===== src/rtl/loadarch_state_loader_if.sv =====
// Stream-in and register-write bundle for loadarch_state_loader.
// slave = the loader, master = the stream source / write consumer.
interface loadarch_state_loader_if #(
    parameter int XLEN = 64
) ();
    logic            in_valid;
    logic            in_ready;
    logic [XLEN-1:0] in_data;
    logic            in_last;

    logic            wr_valid;
    logic [3:0]      wr_hart;
    logic [1:0]      wr_kind;
    logic [7:0]      wr_idx;
    logic [XLEN-1:0] wr_data;

    modport slave (
        input  in_valid, in_data, in_last,
        output in_ready, wr_valid, wr_hart, wr_kind, wr_idx, wr_data
    );

    modport master (
        output in_valid, in_data, in_last,
        input  in_ready, wr_valid, wr_hart, wr_kind, wr_idx, wr_data
    );
endinterface


===== src/rtl/loadarch_state_loader.sv =====
// Checkpoint-restore loader: streams packed per-hart state into register-write strobes, then releases cores.
// Optional trailing XOR checksum word enabled by defining LOADARCH_CHECKSUM_EN.
module loadarch_state_loader #(
    parameter int NUM_HARTS     = 1,
    parameter int XLEN          = 64,
    parameter int NUM_CSR       = 16,
    parameter int NUM_XPR       = 32,
    parameter int NUM_FPR       = 32,
    parameter int RELEASE_DELAY = 8
) (
    input  logic                   clock,
    input  logic                   reset,
    input  logic                   start,
    loadarch_state_loader_if.slave bus,
    output logic [NUM_HARTS-1:0]   core_reset,
    output logic                   done,
    output logic                   error
);
    localparam int OFF_CSR = 2;
    localparam int OFF_XPR = OFF_CSR + NUM_CSR;
    localparam int OFF_FPR = OFF_XPR + NUM_XPR - 1;
    localparam int WORDS   = OFF_FPR + NUM_FPR;
`ifdef LOADARCH_CHECKSUM_EN
    localparam int TOTAL   = WORDS * NUM_HARTS + 1;
`else
    localparam int TOTAL   = WORDS * NUM_HARTS;
`endif
    localparam int WW      = $clog2(WORDS + 1);
    localparam int TW      = $clog2(TOTAL + 1);

    localparam logic [WW-1:0] L_OFF_CSR  = WW'(OFF_CSR);
    localparam logic [WW-1:0] L_OFF_XPR  = WW'(OFF_XPR);
    localparam logic [WW-1:0] L_OFF_FPR  = WW'(OFF_FPR);
    localparam logic [WW-1:0] L_WORD_MAX = WW'(WORDS - 1);
    localparam logic [TW-1:0] L_LAST     = TW'(TOTAL - 1);
    localparam logic [8:0]    L_DELAY    = 9'(RELEASE_DELAY);

    typedef enum logic [2:0] {
        S_IDLE,
        S_LOAD,
        S_SETTLE,
        S_DONE,
        S_ERROR
    } state_t;

    state_t                r_state;
    logic [WW-1:0]         r_word;
    logic [3:0]            r_hart;
    logic [TW-1:0]         r_cnt;
    logic [7:0]            r_delay;
    logic                  r_in_ready;
    logic                  r_wr_valid;
    logic [3:0]            r_wr_hart;
    logic [1:0]            r_wr_kind;
    logic [7:0]            r_wr_idx;
    logic [XLEN-1:0]       r_wr_data;
    logic [NUM_HARTS-1:0]  r_core_reset;
    logic                  r_done;
    logic                  r_error;
`ifdef LOADARCH_CHECKSUM_EN
    logic [XLEN-1:0]       r_xsum;
`endif

    logic       w_accept;
    logic       w_final;
    logic       w_ck_word;
    logic       w_fmt_ok;
    logic       w_write;
    logic [1:0] w_kind;
    logic [7:0] w_idx;

    assign w_accept = bus.in_valid && r_in_ready;
    assign w_final  = (r_cnt == L_LAST);
    assign w_fmt_ok = (bus.in_last == w_final);
`ifdef LOADARCH_CHECKSUM_EN
    assign w_ck_word = w_final;
`else
    assign w_ck_word = 1'b0;
`endif
    assign w_write  = w_accept && w_fmt_ok && !w_ck_word;

    // Map position within the hart's block onto architectural kind/index.
    always_comb begin
        w_kind = 2'd0;
        w_idx  = '0;
        if (r_word < L_OFF_CSR) begin
            w_kind = 2'd0;
            w_idx  = 8'(r_word);
        end else if (r_word < L_OFF_XPR) begin
            w_kind = 2'd1;
            w_idx  = 8'(r_word - L_OFF_CSR);
        end else if (r_word < L_OFF_FPR) begin
            w_kind = 2'd2;
            w_idx  = 8'(r_word - L_OFF_XPR + WW'(1));
        end else begin
            w_kind = 2'd3;
            w_idx  = 8'(r_word - L_OFF_FPR);
        end
    end

    always_ff @(posedge clock) begin
        if (!reset) begin
            r_state      <= S_IDLE;
            r_word       <= '0;
            r_hart       <= '0;
            r_cnt        <= '0;
            r_delay      <= '0;
            r_in_ready   <= 1'b0;
            r_wr_valid   <= 1'b0;
            r_wr_hart    <= '0;
            r_wr_kind    <= '0;
            r_wr_idx     <= '0;
            r_wr_data    <= '0;
            r_core_reset <= '1;
            r_done       <= 1'b0;
            r_error      <= 1'b0;
`ifdef LOADARCH_CHECKSUM_EN
            r_xsum       <= '0;
`endif
        end else begin
            r_wr_valid <= 1'b0;

            // Write strobe and counter advance share one condition across all build variants.
            if (w_write) begin
                r_wr_valid <= 1'b1;
                r_wr_hart  <= r_hart;
                r_wr_kind  <= w_kind;
                r_wr_idx   <= w_idx;
                r_wr_data  <= bus.in_data;
                if (r_word == L_WORD_MAX) begin
                    r_word <= '0;
                    r_hart <= r_hart + 4'd1;
                end else begin
                    r_word <= r_word + WW'(1);
                end
`ifdef LOADARCH_CHECKSUM_EN
                r_xsum <= r_xsum ^ bus.in_data;
`endif
            end

            case (r_state)
                S_IDLE: begin
                    if (start) begin
                        r_state    <= S_LOAD;
                        r_in_ready <= 1'b1;
                        r_word     <= '0;
                        r_hart     <= '0;
                        r_cnt      <= '0;
`ifdef LOADARCH_CHECKSUM_EN
                        r_xsum     <= '0;
`endif
                    end
                end
                S_LOAD: begin
                    if (w_accept) begin
                        r_cnt <= r_cnt + TW'(1);
                        if (!w_fmt_ok) begin
                            r_state    <= S_ERROR;
                            r_in_ready <= 1'b0;
                            r_error    <= 1'b1;
                        end else if (w_final) begin
                            r_in_ready <= 1'b0;
                            r_delay    <= '0;
`ifdef LOADARCH_CHECKSUM_EN
                            if (bus.in_data == r_xsum) begin
                                r_state <= S_SETTLE;
                            end else begin
                                r_state <= S_ERROR;
                                r_error <= 1'b1;
                            end
`else
                            r_state <= S_SETTLE;
`endif
                        end
                    end
                end
                S_SETTLE: begin
                    if ({1'b0, r_delay} + 9'd1 >= L_DELAY) begin
                        r_state      <= S_DONE;
                        r_done       <= 1'b1;
                        r_core_reset <= '0;
                    end else begin
                        r_delay <= r_delay + 8'd1;
                    end
                end
                S_DONE, S_ERROR: begin
                end
                default: r_state <= S_IDLE;
            endcase
        end
    end

    assign bus.in_ready = r_in_ready;
    assign bus.wr_valid = r_wr_valid;
    assign bus.wr_hart  = r_wr_hart;
    assign bus.wr_kind  = r_wr_kind;
    assign bus.wr_idx   = r_wr_idx;
    assign bus.wr_data  = r_wr_data;
    assign core_reset   = r_core_reset;
    assign done         = r_done;
    assign error        = r_error;
endmodule


===== src/flat_wrapper.sv =====
// flat-port wrapper written by rule: the top's interface ports become plain ports
module loadarch_state_loader_flat 
#(
    parameter int NUM_HARTS     = 1,
    parameter int XLEN          = 64,
    parameter int NUM_CSR       = 16,
    parameter int NUM_XPR       = 32,
    parameter int NUM_FPR       = 32,
    parameter int RELEASE_DELAY = 8
)
  (clock, reset, start, core_reset, done, error, bus_in_valid, bus_in_data, bus_in_last, bus_in_ready, bus_wr_valid, bus_wr_hart, bus_wr_kind, bus_wr_idx, bus_wr_data);
  loadarch_state_loader_if #(.XLEN(XLEN)) bus_i ();
  input  logic clock;
  input  logic reset;
  input  logic start;
  output logic [NUM_HARTS-1:0] core_reset;
  output logic done;
  output logic error;
  input wire logic [$bits(bus_i.in_valid)-1:0] bus_in_valid;
  input wire logic [$bits(bus_i.in_data)-1:0] bus_in_data;
  input wire logic [$bits(bus_i.in_last)-1:0] bus_in_last;
  output wire logic [$bits(bus_i.in_ready)-1:0] bus_in_ready;
  output wire logic [$bits(bus_i.wr_valid)-1:0] bus_wr_valid;
  output wire logic [$bits(bus_i.wr_hart)-1:0] bus_wr_hart;
  output wire logic [$bits(bus_i.wr_kind)-1:0] bus_wr_kind;
  output wire logic [$bits(bus_i.wr_idx)-1:0] bus_wr_idx;
  output wire logic [$bits(bus_i.wr_data)-1:0] bus_wr_data;
  assign bus_i.in_valid = bus_in_valid;
  assign bus_i.in_data = bus_in_data;
  assign bus_i.in_last = bus_in_last;
  assign bus_in_ready = bus_i.in_ready;
  assign bus_wr_valid = bus_i.wr_valid;
  assign bus_wr_hart = bus_i.wr_hart;
  assign bus_wr_kind = bus_i.wr_kind;
  assign bus_wr_idx = bus_i.wr_idx;
  assign bus_wr_data = bus_i.wr_data;
  loadarch_state_loader #(.NUM_HARTS(NUM_HARTS), .XLEN(XLEN), .NUM_CSR(NUM_CSR), .NUM_XPR(NUM_XPR), .NUM_FPR(NUM_FPR), .RELEASE_DELAY(RELEASE_DELAY)) u_core (.clock(clock), .reset(reset), .start(start), .bus(bus_i), .core_reset(core_reset), .done(done), .error(error));
endmodule

===== config.mk =====
export PLATFORM = sky130hd
export DESIGN_NAME = loadarch_state_loader_flat
export DESIGN_NICKNAME = d
export VERILOG_FILES = /design/src/rtl/loadarch_state_loader_if.sv /design/src/rtl/loadarch_state_loader.sv /design/src/flat_wrapper.sv
export SDC_FILE = /design/constraint.sdc
export NUM_CORES = 1
export LEC_CHECK = 0
export BUFFER_PORTS_ARGS = -buffer_cell sky130_fd_sc_hd__buf_2
export CORE_MARGIN = 2
export CORE_UTILIZATION = 54
export DETAILED_ROUTE_END_ITERATION = 16
export PLACE_DENSITY = 0.85
export SETUP_SLACK_MARGIN = 0.3
export SLEW_MARGIN = 0
export SYNTH_ARGS = -nofsm -noshare
export SYNTH_HDL_FRONTEND = slang
export SYNTH_SLANG_ARGS = --single-unit
export TNS_END_PERCENT = 50

===== constraint.sdc =====
create_clock -name clock -period 3.4 [get_ports clock]
set_input_delay 0.68 -clock clock [delete_from_list [all_inputs] [get_ports clock]]
set_output_delay 0.68 -clock clock [all_outputs]
set_load 0.01 [all_outputs]

# Word-level counts from Yosys, hierarchy flattened
# Index checks and enable logic that the tools add are counted.
# op_classes
mux,34
div,0
n_reduce_logical,12
bitwise_logic,2
eq_ne,14
order_cmp,4
multipliers,0
n_addsub,9
shifts,0
# op_table
op,count
$mux 8,7
$mux 7,6
$add 8x1->8 const B,2
$mux 4,4
$pmux 8 s2,1
$mux 3,5
$add 7x1->7 const B,2
$eq 7x7->1 const B,2
$pmux 7 s2,1
$pmux 3 s4,1
$reduce_and 5->1,2
$add 8x1->9 const B,1
$ge 9x4->1 const B,1
$ne 2x1->1 const B,4
$sub 7x2->8 const B,1
$sub 7x5->8 const B,1
$sub 7x6->8 const B,1
$lt 7x2->1 const B,1
$lt 7x5->1 const B,1
$lt 7x6->1 const B,1
$eq 3x2->1 const B,2
$mux 1,6
$reduce_and 3->1,2
$add 4x1->4 const B,1
other kinds (14),19
# totals
wordCells,89
mem_count,0
inputBits,69
register_bits,112
ramBits,0
out_inout_bits,83
latch_bits,0
rom_bits,0

# Longest topological paths before layout
# logic_depth
depth_word,6
mapped_depth,10
depth_no_buf,7

# Least setup slack after synthesis
# OpenSTA, ideal clock, no wires.
# synth_path
path_kind,reg2reg
from,register u_core.r_cnt[2]
to,register u_core.r_word[1]
stages_incl_launch_ff,9
slack_ns,1.336
path_buffers,3
setup_ns,0.159
period_less_slack_ns,2.064
t_required_ns,3.241
t_arrival_ns,1.905
path_cell_list,dfxtp_1 or4b_4 or3_1 buf_2 and3_4 buf_6 buf_2 nand2_1 a21oi_1
# synth_between
elab_chain_len,6
# synth_lines
element,line_no,rtl
"start, declared",loadarch_state_loader.sv:49,logic [TW-1:0] r_cnt;
"start signal, assigned",loadarch_state_loader.sv:156,r_cnt <= r_cnt + TW'(1);
$eq 7x7->1 (*),loadarch_state_loader.sv:73,assign w_final = (r_cnt == L_LAST);
$eq 1x1->1 (*),loadarch_state_loader.sv:74,assign w_fmt_ok = (bus.in_last == w_final);
$logic_and 1x1->1 (*),loadarch_state_loader.sv:80,assign w_write = w_accept && w_fmt_ok && !w_ck_word;
$mux 7 (*),loadarch_state_loader.sv:124,if (w_write) begin
$mux 7,loadarch_state_loader.sv:143,if (start) begin
$mux 7 (*),loadarch_state_loader.sv:141,case (r_state)
"end signal, assigned",loadarch_state_loader.sv:134,r_word <= r_word + WW'(1);
"end, declared",loadarch_state_loader.sv:47,logic [WW-1:0] r_word;
# Every way passes the cells marked *; elsewhere a longest branch is shown, timed or not.
# A chain may end at the register's enable or synchronous reset.

# Worst setup path in the final report
# layout_path
from,register u_core.r_cnt[2]
to,register u_core.r_wr_data[59] (netlist: u_core.bus.wr_data[59])
# layout_between
elab_chain_len,3
# layout_lines
element,line_no,rtl
$eq 7x7->1,loadarch_state_loader.sv:73,
$eq 1x1->1,loadarch_state_loader.sv:74,
$logic_and 1x1->1,loadarch_state_loader.sv:80,
"end signal, assigned",loadarch_state_loader.sv:129,r_wr_data <= bus.in_data;
"end, declared",loadarch_state_loader.sv:56,logic [XLEN-1:0] r_wr_data;
# Every way passes these cells.

==> flow_metrics.py <==
metrics = {
    "cts": {
        "cts_buffers": 9,
        "root_buffer": "clkbuf_8",
        "clk_pin_slew_ns": 0.10,
        "clk_latency_ns": 0.36,
        "cts_resized": 0,
        "cts_tree": "yes",
        "cts_buffer_depth": 2,
        "cts_setup_buffers": 0,
        "ctsHoldBuffers": 0,
        "ctsHtreeMaxLevel": 3,
        "cts.sinks": 112,
    },
    "sta": {
        "min_period_ns": 2.54,
        "worst_slew_pin_slew_ns": 0.840,
        "setup_slack_ns": 0.859,
        "fin_crit_sh_pct": 74.7,
        "final_max_slew_viol_count": 0,
        "finalSetupTns_ns": 0,
        "clock.fmax_ghz": 0.394,
        "setup_viol": 0,
        "rsz0062_at_grt": "false",
        "hold_violations": 0,
        "maxSlewHeadroom_pct": 44.0,
        "fin_skew_ns": 0.0132,
    },
    "placement": {
        "portBuffers": 151,
        "placed_area_mm2": 0.00535,
        "dp_hpwl_um": 7660,
        "dp_slack_ns": 0.891,
        "globalplace.congestion": 0.852,
    },
    "pwr": {
        "switchingPower_uw": 562,
        "pwr-share-comb_pct": 7.6,
        "p_int_mw": 1.68,
        "p_per_area_mw_per_mm2": 406,
        "p_leak_nw": 2.35,
        "p_clk_share_pct": 32.1,
        "seqPwrFrac_pct": 60.3,
        "peakVddDrop_uv": 244,
        "swShare_pct": 25.1,
    },
    "synthesis": {
        "ys_dominant_reg_cell": "dfxtp_1",
        "synth_area_leader_cell": "dfxtp_1",
        "synth_warnings": 0,
        "syn-mean-instance-area_um2": 8.17,
        "synth_area_leaders": "dfxtp_1 49%, nand2_1 13%, a21oi_1 9.3%, ha_1 2.7%, nor2_1 2.2%",
        "synth_top_area_share_pct": 48.6,
        "syn_inst": 565,
        "synth-seq-cells": 112,
        "synth_edf_count": 0,
        "synth_nets": 644,
        "synth.distinct_cells": 53,
        "async_reset_ff_share_pct": 0,
        "syn_area_mm2": 0.00462,
        "seq_area_frac_synth_pct": 48.6,
    },
    "global_route": {
        "grtUsageMet1_pct": 25.5,
        "grt.busiest_layer": "met2",
        "grt_usage_pct": 22.2,
        "grt_max_degree": 84,
        "grt_pass1_vias": 3948,
        "grt_first_pass_wirelength_um": 16700,
        "use_met3_pct": 5.74,
        "overflow": 0,
        "antenna_found_initial": 0,
        "use_met2_pct": 40.6,
    },
    "detailed_routing": {
        "drcViolationCount": 0,
        "drt_wl_total_um": 10800,
        "firstDrtPassIters": 4,
        "wl_per_cell_um": 13.5,
        "via_count": 4329,
        "via_per_inst": 5.39,
        "ant_nets": 0,
        "drt_iter0_drc": 204,
    },
    "critical_path": {
        "setup.worst_path.class": "register to register",
        "slowest_delay_ns": 0.57,
        "setup.worst_path.end_class": "register",
        "cp.required_ns": 3.68,
        "crit_path_top_delay_cell": "or4b_4",
        "startpoint_type": "register",
        "cp.arrival_ns": 2.82,
        "cp_cell_sequence": "or4b_4 > or3_1 > nand3_2 > buf_12 > nand2_1 > a21oi_1",
        "cp_max_fo": 48,
    },
    "die": {
        "coreArea_mm2": 0.00826,
        "rows": 33,
        "dieHeight_um": 96.5,
        "dieArea_mm2": 0.00930,
        "start_util_pct": 55.9,
        "die_w_um": 96.5,
        "ioPinCount": 152,
    },
    "run": {
        "maxCapViolations": 0,
    },
    "layout": {
        "seqCellArea_mm2": 0.00224,
        "final_common_cell": "nand2_1",
        "fillers": 729,
        "drive_above_1_share_pct": 25.6,
        "n_antenna_cell": 0,
        "fin_area_mm2": 0.00552,
        "area_delta_synth_final_pct": 19.6,
        "layout.nets": 773,
        "mostFrequentLayoutCells": "162 x nand2_1, 151 x buf_2, 112 x dfxtp_1",
        "multiInputGateArea_mm2": 0.00214,
    },
    "run_status": {
        "status": "finished clean",
    },
    "hold_path": {
        "hold_path.class": "register to register",
    },
}
routing by layer:
layer	vias to the layer above	part of all wire, %
met4	0	1.1
met3	12	7.7
met2	152	48
li1	2166	-
met5	-	0
met1	1999	43
worst paths after layout:
path	slack, ns	depth (start not counted)	endpoint	start
hold reg to reg	0.45	2	u_core.bus.wr_idx[0]	u_core.bus.wr_idx[0]
hold / removal	0.45	2	u_core.bus.wr_idx[0]	u_core.bus.wr_idx[0]
setup reg to reg	0.86	6	u_core.bus.wr_data[59]	u_core.r_cnt[2]
setup / recovery	0.86	6	u_core.bus.wr_data[59]	u_core.r_cnt[2]
cell usage after synthesis (3+ instances only):
cell type	n
buf_2	12
inv_1	11
nor2_1	27
nand3_1	14
o21ai_0	9
dfxtp_1	112
buf_6	5
nor4_1	4
and2_1	7
nor3_1	6
nand2b_1	4
or3_1	6
a21oi_1	86
a31oi_1	6
nand4_1	6
o211ai_1	4
clkbuf_1	17
or4_1	3
xnor2_1	8
xor2_1	5
ha_1	10
a211o_1	4
nand2_1	162
power by group through the flow:
| stage | clock [mW] | combinational, mW | sequential [mW] |
|---|---|---|---|
| floorplan | 0 | 0.0859 | 1.39 |
| CTS | 0.740 | 0.170 | 1.35 |
| detailed placement | 0 | 0.170 | 1.38 |
| finish | 0.720 | 0.170 | 1.35 |
| global placement | 0 | 0.165 | 1.38 |
| global route | 0.792 | 0.188 | 1.35 |
worst max-delay path, delay by kind of cell (launching register included):
family,cells,cell delay [ns]
AO/OA/AOI/OAI,1,0.16
buffers and inverters,1,0.29
flip-flops,1,0.36
AND/OR/NAND/NOR,4,1.62
metrics by stage:
stage	util (%)	instances	power (mW)	hold WS, ns
6_report	66.8	803	2.24	0.452
5_1_grt	66.8	803	2.33	0.477
4_1_cts	66.8	803	2.26	0.456
3_5_place_dp	64.7	788	1.55	0.441
3_3_place_gp	64.7	788	1.54	0.438
2_1_floorplan	-	565	1.47	0.440
logic make-up (layout without fill, tap and decap cells):
logic type	after synthesis	after routing	share of synthesized area, %
compound gates	130	130	16.6
xor+xnor	13	13	2.47
fa+ha+maj	10	10	2.71
buf+inv	47	180	5.04
flops	112	112	48.6
mux	3	3	0.678
simple gates	250	250	23.9
cell type report:
| type | count | area share, % |
|---|---|---|
| Clock buffer | 9 | 2.24 |
| Clock inverter | 6 | 0.907 |
| Inverter | 11 | 0.748 |
| Multi-Input combinational cell | 406 | 38.8 |
| Sequential cell | 112 | 40.6 |
| Tap cell | 105 | 2.38 |
| Timing Repair Buffer | 154 | 14.3 |
flip-flops by register name (all words and copies together) (netlist names), 2 cells and up:
register	cells
u_core.bus.wr_data	64
u_core.bus.wr_idx	8
u_core.r_delay	8
u_core.r_cnt	7
u_core.r_word	7
u_core.bus.wr_hart	4
u_core.r_hart	4
u_core.r_state	3
u_core.bus.wr_kind	2
Note: power is estimated with default switching activity, not from simulation.
